--- config.mk ---
export PLATFORM = sky130hd
export DESIGN_NAME = tl_phase_ctrl
export DESIGN_NICKNAME = d
export VERILOG_FILES = /design/src/rtl/tl_pkg.sv /design/src/rtl/tl_cfg_reg.sv /design/src/rtl/tl_phase_ctrl.sv
export SDC_FILE = /design/constraint.sdc
export NUM_CORES = 1
export LEC_CHECK = 0
export ABC_CLOCK_PERIOD_IN_PS = 2900
export CORE_MARGIN = 8
export CORE_UTILIZATION = 40
export DETAILED_ROUTE_END_ITERATION = 12
export SYNTH_ARGS = -nofsm -noshare
export SYNTH_HDL_FRONTEND = slang
export SYNTH_HIERARCHICAL = 1
export SYNTH_SLANG_ARGS = --single-unit
--- constraint.sdc ---
create_clock -name clk_i -period 2.9 [get_ports clk_i]
set_input_delay 0.58 -clock clk_i [delete_from_list [all_inputs] [get_ports clk_i]]
set_output_delay 0.58 -clock clk_i [all_outputs]
set_load 0.02 [all_outputs]
--- src/rtl/tl_pkg.sv ---
// tl_pkg: shared encodings and helpers for the N-direction traffic-light
// sequencer.
//   phase_e  : phase encoding driven on tl_phase_ctrl.phase_o
//   mode_e   : operating-mode encoding sampled on tl_phase_ctrl.mode_i
//   sat_step : one saturating +1/-1 step between min_v and max_v
package tl_pkg;

  typedef enum logic [1:0] {
    PH_NIGHT  = 2'd0,
    PH_GREEN  = 2'd1,
    PH_YELLOW = 2'd2,
    PH_ALLRED = 2'd3
  } phase_e;

  typedef enum logic [1:0] {
    MODE_RUN   = 2'd0,
    MODE_NIGHT = 2'd1,
    MODE_SET   = 2'd2,
    MODE_HOLD  = 2'd3
  } mode_e;

  // Simultaneous up and dn cancel out.
  function automatic logic [31:0] sat_step(input logic [31:0] val,
                                           input logic [31:0] min_v,
                                           input logic [31:0] max_v,
                                           input logic        up,
                                           input logic        dn);
    logic [31:0] res;
    res = val;
    if (up && !dn)
      res = (val >= max_v) ? max_v : val + 32'd1;
    else if (dn && !up)
      res = (val <= min_v) ? min_v : val - 32'd1;
    return res;
  endfunction

endpackage

--- src/rtl/tl_cfg_reg.sv ---
// tl_cfg_reg: CNT_W-bit runtime setting with saturating up/down adjustment.
//   clk_i, rst_ni : clock, async active-low reset (loads DEF)
//   en_i          : this register is currently selected for editing
//   up_i, dn_i    : single-cycle increment / decrement pulses
//   val_o         : current setting
module tl_cfg_reg
  import tl_pkg::*;
#(
  parameter int CNT_W = 8,
  parameter int DEF   = 8,
  parameter int MIN   = 1,
  parameter int MAX   = 255
) (
  input  logic             clk_i,
  input  logic             rst_ni,
  input  logic             en_i,
  input  logic             up_i,
  input  logic             dn_i,
  output logic [CNT_W-1:0] val_o
);

  logic [CNT_W-1:0] val_q, val_d;

  always_comb begin
    val_d = val_q;
    if (en_i)
      val_d = CNT_W'(sat_step(32'(val_q), 32'(MIN), 32'(MAX), up_i, dn_i));
  end

  always_ff @(posedge clk_i or negedge rst_ni) begin
    if (!rst_ni) val_q <= CNT_W'(DEF);
    else         val_q <= val_d;
  end

  assign val_o = val_q;

endmodule

--- src/rtl/tl_phase_ctrl.sv ---
// tl_phase_ctrl: rotates right-of-way through N_DIR approaches
// (GREEN -> YELLOW -> ALLRED -> next GREEN), with night flash, hold and
// runtime-editable phase times.
//   clk_i, rst_ni         : clock, async active-low reset
//   tick_i                : 1 s pulse, one clk wide
//   mode_i                : 00 run, 01 night, 10 set, 11 hold
//   sel_i                 : setting select (green[0..N-1], yellow, all-red)
//   key_plus_i, key_sub_i : setting adjust pulses (set mode only)
//   red_o/yellow_o/green_o: lamp drive per approach
//   active_dir_o, phase_o : owner of the current phase and the phase itself
//   remain_o              : ticks left in the phase
//   disp_val_o            : selected setting in set mode, else remain_o
//
// state      | meaning
// PH_NIGHT   | all approaches flash yellow, countdown idle at 0
// PH_GREEN   | active_dir has green, all others red
// PH_YELLOW  | active_dir has yellow, all others red
// PH_ALLRED  | clearance, every approach red
module tl_phase_ctrl
  import tl_pkg::*;
#(
  parameter int N_DIR      = 2,
  parameter int CNT_W      = 8,
  parameter int GREEN_DEF  = 8,
  parameter int YELLOW_DEF = 3,
  parameter int ALLRED_DEF = 1,
  parameter int SEL_W      = $clog2(N_DIR + 2),
  parameter int DIR_W      = $clog2(N_DIR)
) (
  input  logic             clk_i,
  input  logic             rst_ni,
  input  logic             tick_i,
  input  logic [1:0]       mode_i,
  input  logic [SEL_W-1:0] sel_i,
  input  logic             key_plus_i,
  input  logic             key_sub_i,
  output logic [N_DIR-1:0] red_o,
  output logic [N_DIR-1:0] yellow_o,
  output logic [N_DIR-1:0] green_o,
  output logic [DIR_W-1:0] active_dir_o,
  output logic [1:0]       phase_o,
  output logic [CNT_W-1:0] remain_o,
  output logic [CNT_W-1:0] disp_val_o
);

  localparam int               SET_MAX    = (1 << CNT_W) - 1;
  localparam logic [CNT_W-1:0] ALLRED_RST = CNT_W'((ALLRED_DEF == 0) ? 1 : ALLRED_DEF);
  localparam logic [DIR_W-1:0] DIR_LAST   = DIR_W'(N_DIR - 1);

  mode_e            mode;
  logic             set_en;
  logic [CNT_W-1:0] green_t [N_DIR];
  logic [CNT_W-1:0] yellow_t, allred_t, allred_ld, sel_val;
  logic [DIR_W-1:0] dir_nxt;

  phase_e           phase_q, phase_d;
  logic [CNT_W-1:0] remain_q, remain_d, disp_q, disp_d;
  logic [DIR_W-1:0] dir_q, dir_d;
  logic             flash_q, flash_d;
  logic [N_DIR-1:0] red_q, red_d, yellow_q, yellow_d, green_q, green_d;

  assign mode   = mode_e'(mode_i);
  assign set_en = (mode == MODE_SET);

  for (genvar g = 0; g < N_DIR; g++) begin : g_green
    tl_cfg_reg #(.CNT_W(CNT_W), .DEF(GREEN_DEF), .MIN(1), .MAX(SET_MAX)) u_green (
      .clk_i (clk_i), .rst_ni (rst_ni),
      .en_i  (set_en && (sel_i == SEL_W'(g))),
      .up_i  (key_plus_i), .dn_i (key_sub_i),
      .val_o (green_t[g])
    );
  end

  tl_cfg_reg #(.CNT_W(CNT_W), .DEF(YELLOW_DEF), .MIN(1), .MAX(SET_MAX)) u_yellow (
    .clk_i (clk_i), .rst_ni (rst_ni),
    .en_i  (set_en && (sel_i == SEL_W'(N_DIR))),
    .up_i  (key_plus_i), .dn_i (key_sub_i),
    .val_o (yellow_t)
  );

  tl_cfg_reg #(.CNT_W(CNT_W), .DEF(ALLRED_DEF), .MIN(0), .MAX(SET_MAX)) u_allred (
    .clk_i (clk_i), .rst_ni (rst_ni),
    .en_i  (set_en && (sel_i == SEL_W'(N_DIR + 1))),
    .up_i  (key_plus_i), .dn_i (key_sub_i),
    .val_o (allred_t)
  );

  // A zero all-red setting still needs one tick of clearance after night.
  assign allred_ld = (allred_t == '0) ? CNT_W'(1) : allred_t;
  // >= rather than == also pulls an out-of-range direction back to 0.
  assign dir_nxt   = (dir_q >= DIR_LAST) ? '0 : dir_q + DIR_W'(1);

  always_comb begin
    sel_val = '0;
    for (int i = 0; i < N_DIR; i++)
      if (sel_i == SEL_W'(i)) sel_val = green_t[i];
    if (sel_i == SEL_W'(N_DIR))     sel_val = yellow_t;
    if (sel_i == SEL_W'(N_DIR + 1)) sel_val = allred_t;
  end

  always_comb begin
    phase_d  = phase_q;
    remain_d = remain_q;
    dir_d    = dir_q;
    flash_d  = flash_q;
    case (mode)
      MODE_NIGHT: begin
        phase_d  = PH_NIGHT;
        remain_d = '0;
        flash_d  = flash_q ^ tick_i;
      end
      MODE_SET: ;
      default: begin
        if (phase_q == PH_NIGHT) begin
          phase_d  = PH_ALLRED;
          remain_d = allred_ld;
          flash_d  = 1'b0;
        end else if (mode == MODE_RUN && tick_i) begin
          if (remain_q > CNT_W'(1)) begin
            remain_d = remain_q - CNT_W'(1);
          end else begin
            case (phase_q)
              PH_GREEN: begin
                phase_d  = PH_YELLOW;
                remain_d = yellow_t;
              end
              PH_YELLOW: begin
                if (allred_t == '0) begin
                  phase_d  = PH_GREEN;
                  dir_d    = dir_nxt;
                  remain_d = green_t[dir_nxt];
                end else begin
                  phase_d  = PH_ALLRED;
                  remain_d = allred_t;
                end
              end
              default: begin
                phase_d  = PH_GREEN;
                dir_d    = dir_nxt;
                remain_d = green_t[dir_nxt];
              end
            endcase
          end
        end
      end
    endcase

    red_d    = '0;
    yellow_d = '0;
    green_d  = '0;
    for (int i = 0; i < N_DIR; i++) begin
      case (phase_d)
        PH_NIGHT:  yellow_d[i] = flash_d;
        PH_GREEN:  begin
          green_d[i] = (dir_d == DIR_W'(i));
          red_d[i]   = (dir_d != DIR_W'(i));
        end
        PH_YELLOW: begin
          yellow_d[i] = (dir_d == DIR_W'(i));
          red_d[i]    = (dir_d != DIR_W'(i));
        end
        default:   red_d[i] = 1'b1;
      endcase
    end

    disp_d = set_en ? sel_val : remain_d;
  end

  always_ff @(posedge clk_i or negedge rst_ni) begin
    if (!rst_ni) begin
      phase_q  <= PH_ALLRED;
      remain_q <= ALLRED_RST;
      dir_q    <= DIR_LAST;
      flash_q  <= 1'b0;
      red_q    <= '1;
      yellow_q <= '0;
      green_q  <= '0;
      disp_q   <= ALLRED_RST;
    end else begin
      phase_q  <= phase_d;
      remain_q <= remain_d;
      dir_q    <= dir_d;
      flash_q  <= flash_d;
      red_q    <= red_d;
      yellow_q <= yellow_d;
      green_q  <= green_d;
      disp_q   <= disp_d;
    end
  end

  assign red_o        = red_q;
  assign yellow_o     = yellow_q;
  assign green_o      = green_q;
  assign active_dir_o = dir_q;
  assign phase_o      = phase_q;
  assign remain_o     = remain_q;
  assign disp_val_o   = disp_q;

endmodule
# Yosys cells after proc, flatten, opt, wreduce, memory -nomap -nowiden
# Cells that the tools add are included.
word_totals:
  ff_bits: 58
  in_bits: 9
  out_inout_bits: 25
  word_cells: 118
op_classes:
  add_sub_neg: 10
  magnitude_cmp: 11
  n_eq_ne: 9
  n_mux: 52
  bitwise_logic: 3
  n_reduce_logical: 21
op_table:
  columns: ["cell", "count"]
  rows:
  - ["8-bit two-way mux", 29]
  - ["8-bit by 1-bit subtractor with 8-bit output (second input constant)", 5]
  - ["8-bit by 1-bit adder with 8-bit output (second input constant)", 4]
  - ["8-bit >= comparator (second input constant)", 4]
  - ["8-bit by 1-bit less-or-equal comparator with 1-bit output (second input constant)", 4]
  - ["8-bit case mux with 2 select lines", 2]
  - ["1-bit case mux with 2 select lines", 6]
  - ["2-bit equality test (second input constant)", 5]
  - ["1-bit two-way mux", 9]
  - ["2-bit by 1-bit equality test with 1-bit output (second input constant)", 4]
  - ["8-bit by 1-bit > comparator with 1-bit output (second input constant)", 1]
  - ["2-bit zero test", 4]
  - ["8-bit zero test", 1]
  - ["2-bit two-way mux", 4]
  - ["2-bit case mux with 2 select lines", 2]
  - ["2-bit AND reduction", 4]
  - ["1-bit logical AND", 7]
  - ["2-bit OR reduction", 2]
  - ["2-bit >= comparator (second input constant)", 1]
  - ["1-bit zero test", 2]
  - ["1-bit NOT with 2-bit output", 1]
  - ["2-bit nonzero test", 1]
  - ["1-bit adder (second input constant)", 1]
  - ["1-bit >= comparator (second input constant)", 1]
  - ["2 further kinds", 2]

# Depth between registers and ports, before layout
depth:
  ltp_word: 13
  ltp_mapped: 10
  depth_no_buf: 10

# Hierarchy
# The synthesis kept the hierarchy.
by_module_without_submodules:
  columns: ["module", "n_inst", "cells_each", "area_per_inst_um2", "seq_area_each_um2"]
  rows:
  - ["tl_phase_ctrl", 1, 238, 2244.7, 659.4]
  - ["tl_cfg_reg at g_green[0].u_green ...", 2, 88, 755.7, 201.4]
  - ["tl_cfg_reg at u_allred", 1, 90, 809.5, 201.4]
  - ["tl_cfg_reg at u_yellow", 1, 88, 757.0, 202.7]

# Worst setup path after synthesis
# OpenSTA, ideal clock, no wires.
synth_path:
  path_type: "register to register"
  start: "register remain_q[0], in the netlist remain_o[0]"
  end: "register yellow_q[1], in the netlist yellow_o[1]"
  setup_time_ps: 134
  arrival_time_ps: 2438
  t_required_ps: 2766
  slack_ps: 328
  path_stages_with_launch: 11
  n_path_buf: 0
  period_less_slack_ps: 2572
  cell_sequence: "dfstp_2 inv_1 ha_1 nor2_1 nor4_4 o21ba_2 or2_2 and3_1 ha_1 inv_1 o21ai_0"
synth_between:
  elab_chain_len: 7
  elab_cells_between_ends: 12
  classes_between: "order compare: 1; eq/ne: 1; mux: 9; reduce/logical: 1"
synth_rtl:
  columns: ["element", "line", "rtl"]
  rows:
  - ["start, declared", "tl_phase_ctrl.sv:57", "logic [CNT_W-1:0] remain_q, remain_d, disp_q, disp_d;"]
  - ["start signal, assigned", "tl_phase_ctrl.sv:181", "remain_q <= remain_d;"]
  - ["8-bit by 1-bit > comparator with 1-bit output *", "tl_phase_ctrl.sv:119", "if (remain_q > CNT_W'(1)) begin"]
  - ["2-bit two-way mux *", "tl_phase_ctrl.sv:119", null]
  - ["2-bit two-way mux *", "tl_phase_ctrl.sv:118", "end else if (mode == MODE_RUN && tick_i) begin"]
  - ["2-bit two-way mux *", "tl_phase_ctrl.sv:114", "if (phase_q == PH_NIGHT) begin"]
  - ["2-bit case mux with 2 select lines *", "tl_phase_ctrl.sv:106", "case (mode)"]
  - ["via phase_d[1]", "tl_phase_ctrl.sv:56", "phase_e phase_q, phase_d;"]
  - ["2-bit equality test or 2-bit zero test (tied branches)", "tl_phase_ctrl.sv:152", "case (phase_d)"]
  - ["1-bit case mux with 2 select lines *", "tl_phase_ctrl.sv:152", null]
  - ["via yellow_d[1]", "tl_phase_ctrl.sv:60", "logic [N_DIR-1:0] red_q, red_d, yellow_q, yellow_d, green_q, green_d;"]
  - ["end signal, assigned", "tl_phase_ctrl.sv:185", "yellow_q <= yellow_d;"]
  - ["end, declared", "tl_phase_ctrl.sv:60", null]
# Mark *: on every way through the listed nets, which the timed path passes. The rest lies on a longest branch.
# A chain may end at the register's enable or synchronous reset.

# Final worst setup path
layout_path:
  start: "input mode_i[0]"
  end: "register g_green[0].u_green.val_q[7]"
layout_between:
  elab_chain_len: 3
layout_rtl:
  columns: ["element", "line", "rtl"]
  rows:
  - ["start, declared", "tl_phase_ctrl.sv:33", "input logic [1:0] mode_i,"]
  - ["2-bit equality test", "tl_phase_ctrl.sv:63", "assign set_en = (mode == MODE_SET);"]
  - ["1-bit logical AND", "tl_phase_ctrl.sv:68", ".en_i (set_en && (sel_i == SEL_W'(g))),"]
  - ["2-bit AND reduction (no line)", null, null]
  - ["end signal, assigned", "tl_cfg_reg.sv:31", "if (!rst_ni) val_q <= CNT_W'(DEF);"]
  - ["end signal, assigned", "tl_cfg_reg.sv:32", "else val_q <= val_d;"]
  - ["end, declared", "tl_cfg_reg.sv:22", "logic [CNT_W-1:0] val_q, val_d;"]
# No other way between the ends.

==> results.json <==
{
  "result_of_the_run": "finished, final reports clean",
  "clk_root_buffer_cell": "clkbuf_16",
  "placedCellCount": 789,
  "post_synthesis_sequential_element_count": 58,
  "route.detailed.vias_per_inst": 6.15,
  "post-route-worst-setup-slack_ps": 258,
  "met1_usage_pct": 22.7,
  "ir_drop_mv": 0.303,
  "finalHoldViolations": 0,
  "post_synth_instance_area_sq_mm": 0.00532,
  "dieWidth_um": 131,
  "gp_congestion": 0.856,
  "firstDrtPassIters": 5,
  "antenna_found_initial": 0,
  "post_synth_edffs": 0,
  "dieArea_sq_mm": 0.0173,
  "finalSetupViolations": 0,
  "routed_wire_length_per_instance_um": 18.6,
  "maxClockFrequency_ghz": 0.378,
  "nNetsFinal": 661,
  "first_pass_grt_wire_length_um": 25000,
  "drt_drc_violations_left": 0,
  "cts_resized": 0,
  "antenna_fix_cells": 0,
  "post_synth.cell_area_avg_sq_um": 8.99,
  "dp_slack_ps": 85.5,
  "critPathLaunch": "mode_i[0]",
  "synth.distinct_cells": 92,
  "grt.met3_usage_pct": 2.93,
  "arrival_ps": 2820,
  "grtUsageMet2_pct": 27.9,
  "numClockSinks": 58,
  "asyncSetResetFlopFracSynth_pct": 100,
  "critPathCaptureType": "register",
  "synthesis.yosys.warnings": 6,
  "finalSetupTns_ps": 0,
  "synthFlopType": "dfrtp_1",
  "synthesis_to_finish_area_growth_pct": 15.2,
  "holdBufCountCts": 0,
  "grt_pass1_vias": 4746,
  "unrepaired_setup_endpoints_after_global_routing": "false",
  "initial_utilization_pct": 40.5,
  "worst_slew_pin_slew_ps": 706,
  "grt_max_degree": 31,
  "num_vias": 4952,
  "tritoncts": "built",
  "gr-total-overflow": 0,
  "post-cts-setup-buffer-count": 0,
  "layout.cells.most_common_list": "51 x nor2_1, 46 x dfrtp_1, 39 x nand2_1",
  "r2r_setup_slack_ps": 400,
  "half_perimeter_wire_length_after_placement_um": 11000,
  "fin_skew_ps": 4.69,
  "final_antenna_net_count": 0,
  "clock_tree.htree_level_count": 3,
  "cap_violations": 0,
  "fin_util_pct": 46.7,
  "timing_worst_setup_path_type": "primary input to register",
  "synth_seq_area_share_pct": 27.6,
  "cp_max_fo": 10,
  "worst_setup_path_start_kind": "primary input",
  "drt_wl_total_um": 14900,
  "drive_above_1_share_pct": 17.5,
  "fp.coreArea_sq_mm": 0.0131,
  "syn_inst": 592,
  "reg2reg_from": "remain_o[0]",
  "hp-class": "primary input to async pin",
  "drv_slew": 0,
  "port_buffers": 33,
  "cts.clk_slew.worst_paths_ps": 50,
  "mappedNetlistNets": 629,
  "min_period_ps": 2640,
  "cts_made_buffers": 9,
  "num_rows": 42,
  "clk-insertion-delay-late_ps": 330,
  "fin_crit_sh_pct": 91.1,
  "power.density_mw_per_mm2": 1010,
  "crit_required_ps": 3080,
  "filler_cell_count": 1275,
  "finish.cell_count_without_fillers": 805,
  "cellLeakagePower_nw": 2.43,
  "gr-usage-all-layers_pct": 17.2,
  "hold-worst-slack_ps": 298,
  "num_io_pins": 34,
  "die_y_um": 131,
  "most_common_library_cell_in_the_layout_ignoring_fill_and_taps": "nor2_1",
  "worst_slew_margin_rel_pct": 52.9,
  "cts_max_path_buffers": 2,
  "r2r_cells": 10,
  "drt-initial-drc-count": 572,
  "grt-busiest-layer": "met2"
}
==> sequential cells by signal (all words and copies together) (netlist names) <==
signal / flops
g_green.u_green/val_o: 16
disp_val_o: 8
remain_o: 8
u_allred/val_o: 8
u_yellow/val_o: 8
green_o: 2
phase_o: 2
red_o: 2
yellow_o: 2
active_dir_o: 1
flash_q: 1
==> metal layers <==
metal / vias to the layer above / wire (um)
met2: 193 / 7090
met3: 18 / 794
met1: 2403 / 6820
met5: - / 0
met4: 0 / 230
li1: 2338 / -
==> critical path, stage by stage <==
cell and delay [ps]:
clkdlybuf4s50_1 420, inv_1 100, ha_1 390, nor3b_1 360, nand2b_1 300, a2111oi_0 480
o21ai_0 180
==> area by class of cell <==
class	count	area [sq um]	area share, %
flip-flops and latches	58	1470	23.9
well taps	176	220	3.59
clock inverters	6	80.1	1.31
clock buffers	10	239	3.90
repair buffers	60	541	8.82
multi-input cells	468	3480	56.8
inverters	27	101	1.65
==> power by group <==
group	switching [W]	total (W)	leakage, nW	internal [W]
logic	0.00189	0.00339	1.53	0.00150
clock network	0.000374	0.00114	0.162	0.000768
registers	0.000515	0.00164	0.731	0.00112
total	0.00278	0.00617	2.43	0.00339
==> kinds of logic (layout without fill, tap and decap cells) <==
group | after synthesis | count (layout) | share of synthesized area [%]
buf+inv | 66 | 103 | 7.00
simple gates | 221 | 221 | 25.5
compound gates | 191 | 191 | 26.4
flops | 58 | 58 | 27.6
fa+ha+maj | 28 | 28 | 6.58
mux | 21 | 21 | 5.90
xor+xnor | 7 | 7 | 1.15
==> synthesized netlist by cell type (4+ instances only) <==
cell type	instances	area share, %
nor4_1	7	0.82
or2_2	7	0.82
o21ai_1	5	0.47
ha_1	28	6.6
buf_4	4	0.56
a211oi_1	7	0.99
and3_1	5	0.59
inv_1	26	1.8
xnor2_1	5	0.82
o2bb2ai_1	7	1.2
o211ai_1	7	0.99
or3_4	6	1.3
a2111oi_0	7	1.2
o21ai_0	38	3.6
nand3_1	18	1.7
a22oi_1	5	0.71
mux4_2	7	3.0
and4_1	5	0.82
buf_6	6	1.3
clkbuf_1	11	0.78
nand2b_1	9	1.1
nor3_2	10	1.9
buf_2	11	1.0
nand2_1	39	2.8
dfstp_2	12	5.9
a21oi_1	21	2.0
and2_1	4	0.47
a22o_1	10	1.6
o21bai_1	5	0.71
dfrtp_1	46	22
nor2_1	51	3.6
nand4_1	15	1.8
nor3_1	12	1.1
a2bb2oi_1	4	0.66
a32oi_1	6	0.99
clkbuf_8	4	1.0
a221oi_1	6	0.99
a31oi_1	8	0.94
mux2i_1	12	2.3
a31o_2	4	0.66
==> through the flow <==
step | area [sq um] | total power, W
2_1_floorplan | 5320 | 0.00403
3_3_place_gp | 5810 | 0.00492
3_5_place_dp | 5810 | 0.00497
4_1_cts | 6130 | 0.00616
5_1_grt | 6130 | 0.00659
6_report | 6130 | 0.00617
==> worst paths after layout <==
check	to
setup / recovery	g_green[0].u_green/val_o[7]
hold / removal	disp_val_o[2]
setup reg to reg	yellow_o[1]
hold reg to reg	remain_o[0]
max in group asynchronous	u_yellow/val_o[0]
min in group clk_i	remain_o[0]
No activity file was read; power rests on OpenSTA's default activity.
